[config.mk]
export PLATFORM = sky130hd
export DESIGN_NAME = wb_arbiter
export DESIGN_NICKNAME = d
export VERILOG_FILES = /design/src/rtl/wb_arbiter.sv
export SDC_FILE = /design/constraint.sdc
export NUM_CORES = 1
export LEC_CHECK = 0
export CAP_MARGIN = 20
export CORE_ASPECT_RATIO = 0.8
export CORE_MARGIN = 5
export CORE_UTILIZATION = 44
export CTS_CLUSTER_SIZE = 25
export DETAILED_ROUTE_END_ITERATION = 12
export DONT_BUFFER_PORTS = 1
export GPL_TIMING_DRIVEN = 0
export PLACE_DENSITY = 0.69
export REMOVE_ABC_BUFFERS = 1
export SETUP_SLACK_MARGIN = 0.02
export SYNTH_ARGS = -nofsm -noshare
export SYNTH_HDL_FRONTEND = slang
export SYNTH_SLANG_ARGS = --single-unit
[constraint.sdc]
create_clock -name clk -period 4.06 [get_ports clk]
set_input_delay 0.406 -clock clk [delete_from_list [all_inputs] [get_ports clk]]
set_output_delay 0.406 -clock clk [all_outputs]
set_load 0.01 [all_outputs]
[src/rtl/wb_arbiter.sv]
// Writeback merge stage: ALU results (never stalled) and LSU results (buffered in a
// small FIFO) share one register-file write port. ALU always wins.
module wb_arbiter #(
  parameter int XLEN                = 32,
  parameter int REG_FILE_ADDR_WIDTH = 4,
  parameter int LSU_FIFO_DEPTH      = 4,
  parameter int CNT_WIDTH           = 32
) (
  input  logic                                clk,
  input  logic                                rst,
  input  logic [XLEN-1:0]                     alu_wb_data,
  input  logic [REG_FILE_ADDR_WIDTH-1:0]      alu_wb_rd_addr,
  input  logic                                alu_wb_rd_wr_en,
  input  logic [XLEN-1:0]                     alu_instr_tag,
  input  logic                                lsu_wb_valid,
  output logic                                lsu_wb_ready,
  input  logic [XLEN-1:0]                     lsu_wb_data,
  input  logic [REG_FILE_ADDR_WIDTH-1:0]      lsu_wb_rd_addr,
  input  logic [XLEN-1:0]                     lsu_instr_tag,
  output logic                                rf_wr_en,
  output logic [REG_FILE_ADDR_WIDTH-1:0]      rf_wr_addr,
  output logic [XLEN-1:0]                     rf_wr_data,
  output logic [XLEN-1:0]                     retire_tag,
  output logic                                retire_src,
  output logic [$clog2(LSU_FIFO_DEPTH):0]     fifo_count,
  output logic [CNT_WIDTH-1:0]                retire_count
);

  localparam int PTR_W = $clog2(LSU_FIFO_DEPTH);
  localparam int CW    = PTR_W + 1;
  localparam logic [CW-1:0] DEPTH_C = CW'(LSU_FIFO_DEPTH);

  logic [XLEN-1:0]                data_mem [LSU_FIFO_DEPTH];
  logic [REG_FILE_ADDR_WIDTH-1:0] addr_mem [LSU_FIFO_DEPTH];
  logic [XLEN-1:0]                tag_mem  [LSU_FIFO_DEPTH];

  logic [PTR_W-1:0] wr_ptr_reg;
  logic [PTR_W-1:0] rd_ptr_reg;
  logic [CW-1:0]    count_reg;

  logic                           rf_wr_en_reg;
  logic [REG_FILE_ADDR_WIDTH-1:0] rf_wr_addr_reg;
  logic [XLEN-1:0]                rf_wr_data_reg;
  logic [XLEN-1:0]                retire_tag_reg;
  logic                           retire_src_reg;
  logic [CNT_WIDTH-1:0]           retire_count_reg;

  logic push;
  logic pop;

  // Ready depends only on the registered count, so a full FIFO refuses even when popping.
  assign lsu_wb_ready = ~rst & (count_reg < DEPTH_C);
  assign push         = lsu_wb_valid & lsu_wb_ready;
  assign pop          = ~alu_wb_rd_wr_en & (count_reg != '0);

  generate
    for (genvar gi = 0; gi < LSU_FIFO_DEPTH; gi++) begin : g_entry
      always_ff @(posedge clk) begin
        if (push && (wr_ptr_reg == PTR_W'(gi))) begin
          data_mem[gi] <= lsu_wb_data;
          addr_mem[gi] <= lsu_wb_rd_addr;
          tag_mem[gi]  <= lsu_instr_tag;
        end
      end
    end
  endgenerate

  always_ff @(posedge clk) begin
    if (rst) begin
      wr_ptr_reg <= '0;
      rd_ptr_reg <= '0;
      count_reg  <= '0;
    end else begin
      if (push) begin
        wr_ptr_reg <= wr_ptr_reg + PTR_W'(1);
      end
      if (pop) begin
        rd_ptr_reg <= rd_ptr_reg + PTR_W'(1);
      end
      case ({push, pop})
        2'b10:   count_reg <= count_reg + CW'(1);
        2'b01:   count_reg <= count_reg - CW'(1);
        default: count_reg <= count_reg;
      endcase
    end
  end

  // Output register: address/data/tag/src hold their last value while idle.
  always_ff @(posedge clk) begin
    if (rst) begin
      rf_wr_en_reg     <= 1'b0;
      rf_wr_addr_reg   <= '0;
      rf_wr_data_reg   <= '0;
      retire_tag_reg   <= '0;
      retire_src_reg   <= 1'b0;
      retire_count_reg <= '0;
    end else begin
      retire_count_reg <= retire_count_reg + CNT_WIDTH'(rf_wr_en_reg);
      if (alu_wb_rd_wr_en) begin
        rf_wr_en_reg   <= 1'b1;
        rf_wr_addr_reg <= alu_wb_rd_addr;
        rf_wr_data_reg <= alu_wb_data;
        retire_tag_reg <= alu_instr_tag;
        retire_src_reg <= 1'b0;
      end else if (pop) begin
        rf_wr_en_reg   <= 1'b1;
        rf_wr_addr_reg <= addr_mem[rd_ptr_reg];
        rf_wr_data_reg <= data_mem[rd_ptr_reg];
        retire_tag_reg <= tag_mem[rd_ptr_reg];
        retire_src_reg <= 1'b1;
      end else begin
        rf_wr_en_reg   <= 1'b0;
      end
    end
  end

  assign rf_wr_en     = rf_wr_en_reg;
  assign rf_wr_addr   = rf_wr_addr_reg;
  assign rf_wr_data   = rf_wr_data_reg;
  assign retire_tag   = retire_tag_reg;
  assign retire_src   = retire_src_reg;
  assign fifo_count   = count_reg;
  assign retire_count = retire_count_reg;

endmodule

## Word-level counts from Yosys, hierarchy flattened

Memory sizes are Yosys's and may differ from the RTL's. A register that Yosys moved wholly into a read port is not among the register bits.
Cells that the tools add are included.

| storage, ports and cells | value |
|---|---|
| bits in registers | 109 |
| memory bits (writable) | 272 |
| output and inout bits | 106 |
| logic and storage cells | 96 |
| memories | 3 |

| operators by class | value |
|---|---|
| $add $sub $neg | 5 |
| $lt $le $gt $ge | 1 |
| eq/ne operators | 5 |
| mux-type cells | 50 |
| bitwise gates (word level) | 5 |
| reductions and logical operators | 18 |

Memory list:

| memory | words | width | rd ports | clocked after memory_dff | wr ports | RTL line | text |
|---|---|---|---|---|---|---|---|
| data_mem | 4 | 32 | 1 | 1 | 1 | 33 | `logic [XLEN-1:0] data_mem [LSU_FIFO_DEPTH];` |
| tag_mem | 4 | 32 | 1 | 1 | 1 | 35 | `logic [XLEN-1:0] tag_mem [LSU_FIFO_DEPTH];` |
| addr_mem | 4 | 4 | 1 | 1 | 1 | 34 | `logic [REG_FILE_ADDR_WIDTH-1:0] addr_mem [LSU_FIFO_DEPTH];` |

Operator list:

| cell | number |
|---|---|
| $mux W32 | 10 |
| $reduce_or A32 Y1 | 6 |
| $add A32 B1 Y32 | 1 |
| $mux W2 | 15 |
| $mux W4 | 5 |
| $mux W1 | 19 |
| $reduce_or A4 Y1 | 3 |
| $eq A2 B2 Y1 const B | 3 |
| $pmux W3 S2 | 1 |
| $add A2 B1 Y2 const B | 2 |
| $eq A2 B1 Y1 const B | 2 |
| $logic_and A1 B1 Y1 | 4 |
| $reduce_bool A2 Y1 | 2 |
| $add A3 B1 Y3 const B | 1 |
| $and A1 B1 Y1 | 3 |
| $lt A3 B3 Y1 const B | 1 |
| $reduce_bool A3 Y1 | 1 |
| $sub A3 B1 Y3 const B | 1 |
| $logic_not A2 Y1 | 1 |
| $not A1 Y1 | 2 |
| $reduce_or A2 Y1 | 1 |

## Longest topological paths before layout

| depth | value |
|---|---|
| depth in word-level cells | 10 |
| gate-level depth with buffers | 9 |
| gate-level depth less buffers | 9 |

## Worst setup path after synthesis

Ideal clock, no wire load.

| path | value |
|---|---|
| path kind | input to register |
| start point | in rst |
| end point | mem addr_mem[1][0] (enable) |
| data arrival time | 2.385 ns |
| required time | 3.626 ns |
| slack | 1.241 ns |
| stages | 2 |
| cell sequence | nor2_1 -> and3_1 |

| between the ends | value |
|---|---|
| cells in the longest elaborated chain, start to end | 10 |
| elaborated cells between the ends (all ways) | 24 |
| those cells by class | 14 x mux; 3 x bitwise; 7 x reduce/logical |

Ends and longest elaborated chain:

| item | RTL line | text |
|---|---|---|
| from (decl) | 10 | `input logic rst,` |
| $not A1 Y1 * | 52 | `assign lsu_wb_ready = ~rst & (count_reg < DEPTH_C);` |
| $and A1 B1 Y1 * | 52 |  |
| $and A1 B1 Y1 * | 53 | `assign push = lsu_wb_valid & lsu_wb_ready;` |
| $logic_and A1 B1 Y1 | 59 | `if (push && (wr_ptr_reg == PTR_W'(gi))) begin` |
| $mux W1 | 59 |  |
| $mux W1 (not written as such) | 61 | `addr_mem[gi] <= lsu_wb_rd_addr;` |
| $reduce_or A4 Y1 (no line) | -- |  |
| $mux W2 (no line) or $mux W1 (tied branches) (3 in series) | -- |  |
| to (decl) | 34 |  |

Every way passes the cells marked *; elsewhere a longest branch is shown, timed or not.

## Final worst setup path

| path | value |
|---|---|
| start point | reg rf_wr_en_reg, in the netlist rf_wr_en |
| end point | reg retire_count_reg[30], in the netlist retire_count[30] |

| between the ends | value |
|---|---|
| cells in the longest elaborated chain, start to end | 1 |

Ends and longest elaborated chain:

| item | RTL line | text |
|---|---|---|
| from (decl) | 41 | `logic rf_wr_en_reg;` |
| from (signal assigned) | 91 | `rf_wr_en_reg <= 1'b0;` |
| from (signal assigned) | 100 | `rf_wr_en_reg <= 1'b1;` |
| from (signal assigned) | 106 | `rf_wr_en_reg <= 1'b1;` |
| $add A32 B1 Y32 | 98 | `retire_count_reg <= retire_count_reg + CNT_WIDTH'(rf_wr_en_reg);` |
| to (signal assigned) | 98 |  |
| to (decl) | 46 | `logic [CNT_WIDTH-1:0] retire_count_reg;` |

No other way between the ends.
A chain may end at the register's enable or synchronous reset.

==> results_dict.tcl <==
set metrics [dict create \
    final_layout_size_suffix_gt1_frac 0.1441 \
    fp.dieW_um 214.0 \
    grt_first_pass_wirelength_um 52670 \
    share_of_total_power_consumed_by_net_switching 0.2794 \
    layout_min_cycle_time_ps 2559 \
    postLayoutCoreUtil 0.5314 \
    cellLeakagePower_nw 5.813 \
    tritoncts.num_buffers 38 \
    hold_end "rf_wr_data[9]" \
    worstMarginPinSlew_ps 826.7 \
    detail_route.vias_per_cell 5.773 \
    route.detailed.wl_per_inst_um 22.64 \
    slew_viol_final 0 \
    pwr-share-seq 0.465 \
    drt.antenna.violating_nets 0 \
    design.portCount 246 \
    detailedPlacementHpwl_um 19020 \
    grt_max_degree 110 \
    placement.io_buffers 0 \
    gr_ovfl_total 0 \
    syn-instance-count 952 \
    global_route.usage.total 0.1771 \
    cts-htree-levels 2 \
    timing.critical_path.to_type "flip-flop" \
    totalWireLength_um 33570 \
    die_area_um2 37080 \
    worst_clock_skew_ps 17.35 \
    finalHoldViolCount 0 \
    cts.reportedPaths.clkPinSlew_ps 70 \
    finalCritPeriodShare 0.6303 \
    syn2layout_area_growth_pct 18.58 \
    arrival_ps 3020 \
    first_iter_violations 798 \
    maxSlewHeadroom 0.4470 \
    drc 0 \
    postSynthAreaPerCell_um2 15.39 \
    rr_startpoint "rf_wr_en" \
    comb_power_share 0.195 \
    yosysWarnings 0 \
    critical_path_peak_fanout 18 \
    grt_antenna_before_repair 2 \
    vias_in_the_first_global_route 8879 \
    finalSetupTns_ps 0 \
    peakVddDrop_mv 0.4043 \
    num-fill-cells 2598 \
    synth_cell_type_count 29 \
    commonest_non_fill_non_tap_cell_in_the_layout "edfxtp_1" \
    place_inst 1328 \
    ys_seq_elements 383 \
    crit_type "reg -> reg" \
    critical_path.startpoint_type "flip-flop" \
    floorplan.rows 59 \
    core_area_um2 32700 \
    drt_pre_antenna_iters 5 \
    netlist_top_cells_area "edfxtp_1, dfxtp_1, mux4_2" \
    power.clock.fraction 0.340 \
    clk_root_buffer_cell "clkbuf_16" \
    largestRegisters "data_mem x128, tag_mem x128" \
    top_cell_type_s_share_of_synthesized_area 0.5574 \
    cts.path.max_buffers 3 \
    worstPathRequired_ps 4520 \
    setup_viol_count_final 0 \
    internal_power_mw 7.443 \
    clock_insertion_delay_worst_skew_ps 530 \
    start_util 0.4481 \
    synth_seq_area_share 0.7090 \
    worst_hold_path_type "in -> reg" \
    die_height_um 173.2 \
    nNetsFinal 1173 \
    flop_to_flop_setup_slack_ps 1500 \
    via_count 8562 \
    powerDensity_nw_per_um2 594.4 \
    synth_area_um2 14650 \
    final_cell_count_no_fill 1483 \
    whs_path_depth 2 \
    status "completed" \
    finalWeightedCongestion 0.7142 \
    switching_power_mw 2.885 \
    cts_tree "built" \
    mostFrequentLayoutCells "edfxtp_1, dfxtp_1, a21oi_1" \
    cap_viol_max_count 0 \
    startpoint_of_the_worst_hold_path "alu_wb_data[9]" \
    synth.largest_area_cell "edfxtp_1" \
    maxClockFrequency_ghz 0.3908 \
    cts.sink_count 383 \
    worstReg2RegEnd "retire_count[30]" \
    worst_r2r_path_depth 6 \
    rsz0062_at_grt "false" \
]
-- timing repair --
action	CTS	global route
buffers inserted	0	0
gates resized for setup	0	0
hold buffers	84	0
hold endpoints to repair	382	0
-- power groups by stage --
stage	sequential (mW)	clock [mW]	combinational, mW
after global placement	4.81	0	1.12
after floorplan	4.90	0	1.15
after CTS	4.81	3.59	2.05
final	4.80	3.52	2.01
after detailed placement	4.89	0	1.91
after global routing	4.83	3.78	2.20
-- kinds of logic after synthesis --
group                      share of synthesized area
xor gates and xnor gates                     0.01016
AOI/OAI and AO/OA                            0.08043
DFF                                           0.7090
buffers and inverters                        0.03808
muxes                                         0.1045
adders and majority gates                   0.007343
and+or+nand+nor                              0.05046
-- metal layers --
metal | part of all wire | track usage | vias up
li1 | - | - | 3824
met2 | 0.48 | 0.2918 | 324
met5 | 0.00039 | 0 | -
met4 | 0.014 | 0.03676 | 2
met1 | 0.43 | 0.2422 | 4366
met3 | 0.072 | 0.04453 | 46
-- worst max-delay path by stage --
stage	startpoint	endpoint	slack, ps	depth (start not counted)
floorplan	fifo_count[0]	fifo_count[2]	-1240	8
global placement	fifo_count[0]	fifo_count[2]	-4750	8
detailed placement	rf_wr_en	retire_count[30]	1520	6
CTS	rf_wr_en	retire_count[30]	1490	6
global route	rf_wr_en	retire_count[30]	1270	6
finish	rf_wr_en	retire_count[30]	1500	6
-- cell type report --
cell class / instances / area (um2) / share of cell area
Antenna cell: 1 / 2.502 / 0.0001440
Clock buffer: 53 / 1109 / 0.06380
Clock inverter: 17 / 160.2 / 0.009217
Inverter: 80 / 300.3 / 0.01728
Multi-Input combinational cell: 425 / 3736 / 0.2150
Sequential cell: 383 / 10400 / 0.5984
Tap cell: 427 / 534.3 / 0.03075
Timing Repair Buffer: 97 / 1137 / 0.06545
-- cell usage after synthesis, drive strengths merged --
library cell / number
and3: 7
edfxtp: 272
a221oi: 68
xnor2: 5
buf: 14
nand3: 11
ha: 7
or3: 6
o31ai: 15
dfxtp: 111
nor2: 22
and4: 4
nand4: 8
and2: 2
nand2: 76
or4b: 1
o21ai: 5
inv: 80
mux4: 68
a21oi: 89
nor2b: 2
clkbuf: 50
xor2: 12
nor3: 2
or4: 14
fa: 1
-- stage by stage --
stage / cell area, um2 / total power, mW / worst slack [ps] / hold slack, ps
2_1_floorplan: 14400 / 6.053 / -1242 / 475.1
3_3_place_gp: 14930 / 5.927 / -4747 / 498.9
3_5_place_dp: 15240 / 6.800 / 1517 / 500.8
4_1_cts: 17370 / 10.45 / 1486 / 0.3114
5_1_grt: 17380 / 10.82 / 1272 / 4.484
6_report: 17380 / 10.33 / 1501 / 24.19
-- critical path: stages (launching register included) --
cell and delay [ps]:
dfxtp_1 410, ha_1 220, ha_1 200, and3_1 310
nand4_1 550, or4_1 660, a21oi_1 140
No activity file was read; power rests on OpenSTA's default activity.
==> patch, RTL diff (config.mk and constraints unchanged) <==
Put one more register stage on the output `retire_count`, without a reset. The value now appears one clock later. The other outputs are not delayed to match.
--- a/src/rtl/wb_arbiter.sv
+++ b/src/rtl/wb_arbiter.sv
@@ -120,7 +120,9 @@
   assign retire_tag   = retire_tag_reg;
   assign retire_src   = retire_src_reg;
   assign fifo_count   = count_reg;
-  assign retire_count = retire_count_reg;
+  always_ff @(posedge clk) begin
+    retire_count <= retire_count_reg;
+  end
 
 endmodule
 
Check against the original RTL: not equivalent (Yosys sat finds a counterexample within 4 cycles, from zero or initial values and one cycle with rst high).
==> patch against the original RTL <==
- synthesized area rose by 5.1%
- final area rose by 5.3%
- count of clock-buffer cells in the layout rose by 1
- core utilization fell by 0.34 points
- sequential cell count rose by 32
- wire length rose by 2.7%
- power rose by 5.0%
- critical path type unchanged
- fmax fell by 10%
- critical path depth rose by 1
- worst setup slack got worse by 0.29 ns
- sequential share of layout area rose by 0.51 points
==> patch: results (changes against the original RTL) <==
[synthesis]
netlist_instances = 1002  ; +5.3%
ys_top_cells_by_count = 272 x edfxtp_1, 143 x dfxtp_1, 83 x a21oi_1
ys_types = 32  ; +10%
yosysSeqAreaShare_pct = 71.6  ; +0.73 points
synth_area_leaders = edfxtp_1 53%, dfxtp_1 19%, mux4_2 9.9%
synth-edff-count = 272  ; unchanged

[worst_setup_path]
cp_max_fo = 13  ; -5
critPathSlowestCell = nor3_2
crit_arrival_ns = 3.32  ; +0.30 ns
crit_family = buffers and inverters
slowest_delay_ns = 0.75  ; +0.09 ns

[global_route]
grt_pass1_wl_um = 52700  ; +0.13%
grt_pass1_vias = 9023  ; +1.6%

[layout]
stdcell_count = 1591  ; +7.3%
drive_above_1_share_pct = 14.5  ; +0.096 points
nets = 1233  ; +5.1%
multiInputGateArea_mm2 = 0.00384  ; +2.8%

[power]
power_leakage_nw = 6.19  ; +6.5%
peakVddDrop_mv = 0.414  ; +2.3%

[placement]
dp_slack_ns = 1.53  ; +0.0172 ns
dpl.cell_count = 1423  ; +7.2%
placed_cell_area_mm2 = 0.0160  ; +5.0%
place.gp.congestion = 0.744  ; +4.2%
dp_hpwl_um = 19600  ; +2.9%

[timing]
skew_ns = 0.0165  ; -0.000891 ns
slew_headroom_pct = 41.8  ; -3.0 points

[routing]
drt-total-wl_um = 34500  ; +2.7%
drt_iter0_drc = 587  ; -26%
via_per_inst = 5.50  ; -4.8%

[clock_network]
cts_buffers = 40  ; +5.3%

[outcome]
status = finished clean

## patch: cell count changes after synthesis, sizes merged, moves of 7 or more
cell,before,now
clkbuf,50,43
nor3,2,10
o31ai,15,8
nor2b,2,9
dfxtp,111,143
mux2,0,7
## patch: layout make-up
cell class,count,area share (%)
inverter,79,1.62
sequential,415,60.3
timing repair buffer,104,6.48
multi-input combinational,445,21.0
clock inverter,20,1.15
tap,472,3.23
clock buffer,54,6.15
antenna,2,0.0274
## patch: kinds of logic after synthesis
logic type	share of synthesized area (%)
and+or+nand+nor	5.53
AOI/OAI and AO/OA	7.15
xor gates and xnor gates	0.910
muxes	10.5
adders and majority gates	0.699
DFF	71.6
buffers and inverters	3.62
## patch: final timing paths
kind / cells after the start / end / start / slack, ns
min: 2 / rf_wr_data[0] / alu_wb_data[0] / 0.03
max: 7 / rf_wr_data[11] / fifo_count[2] / 1.21
max reg2reg: 7 / rf_wr_data[11] / fifo_count[2] / 1.21
min reg2reg: 0 / retire_count[0] / retire_count_reg[0] / 0.36
## patch: routing by layer
metal	track usage [%]	share of wire, %	wire [um]	vias up
met1	23.5	42	14600	4437
met5	0	0	0	-
met4	3.90	1.5	514	0
met2	29.0	49	16900	299
li1	-	-	-	3971
met3	4.66	7.2	2490	37
## patch: where the power goes
| part | leakage [nW] | switching, mW | total [mW] | internal [mW] |
|---|---|---|---|---|
| sequential | 3.64 | 0.335 | 5.15 | 4.81 |
| combinational | 1.88 | 1.07 | 1.94 | 0.872 |
| clock | 0.664 | 1.55 | 3.76 | 2.21 |
## patch: repair_timing
action | 4_1_cts | 5_1_grt
endpoints found under the setup margin | 0 | 0
buffers inserted | 0 | 0
endpoints found under the hold margin | 375 | 0
hold buffers | 92 | 0
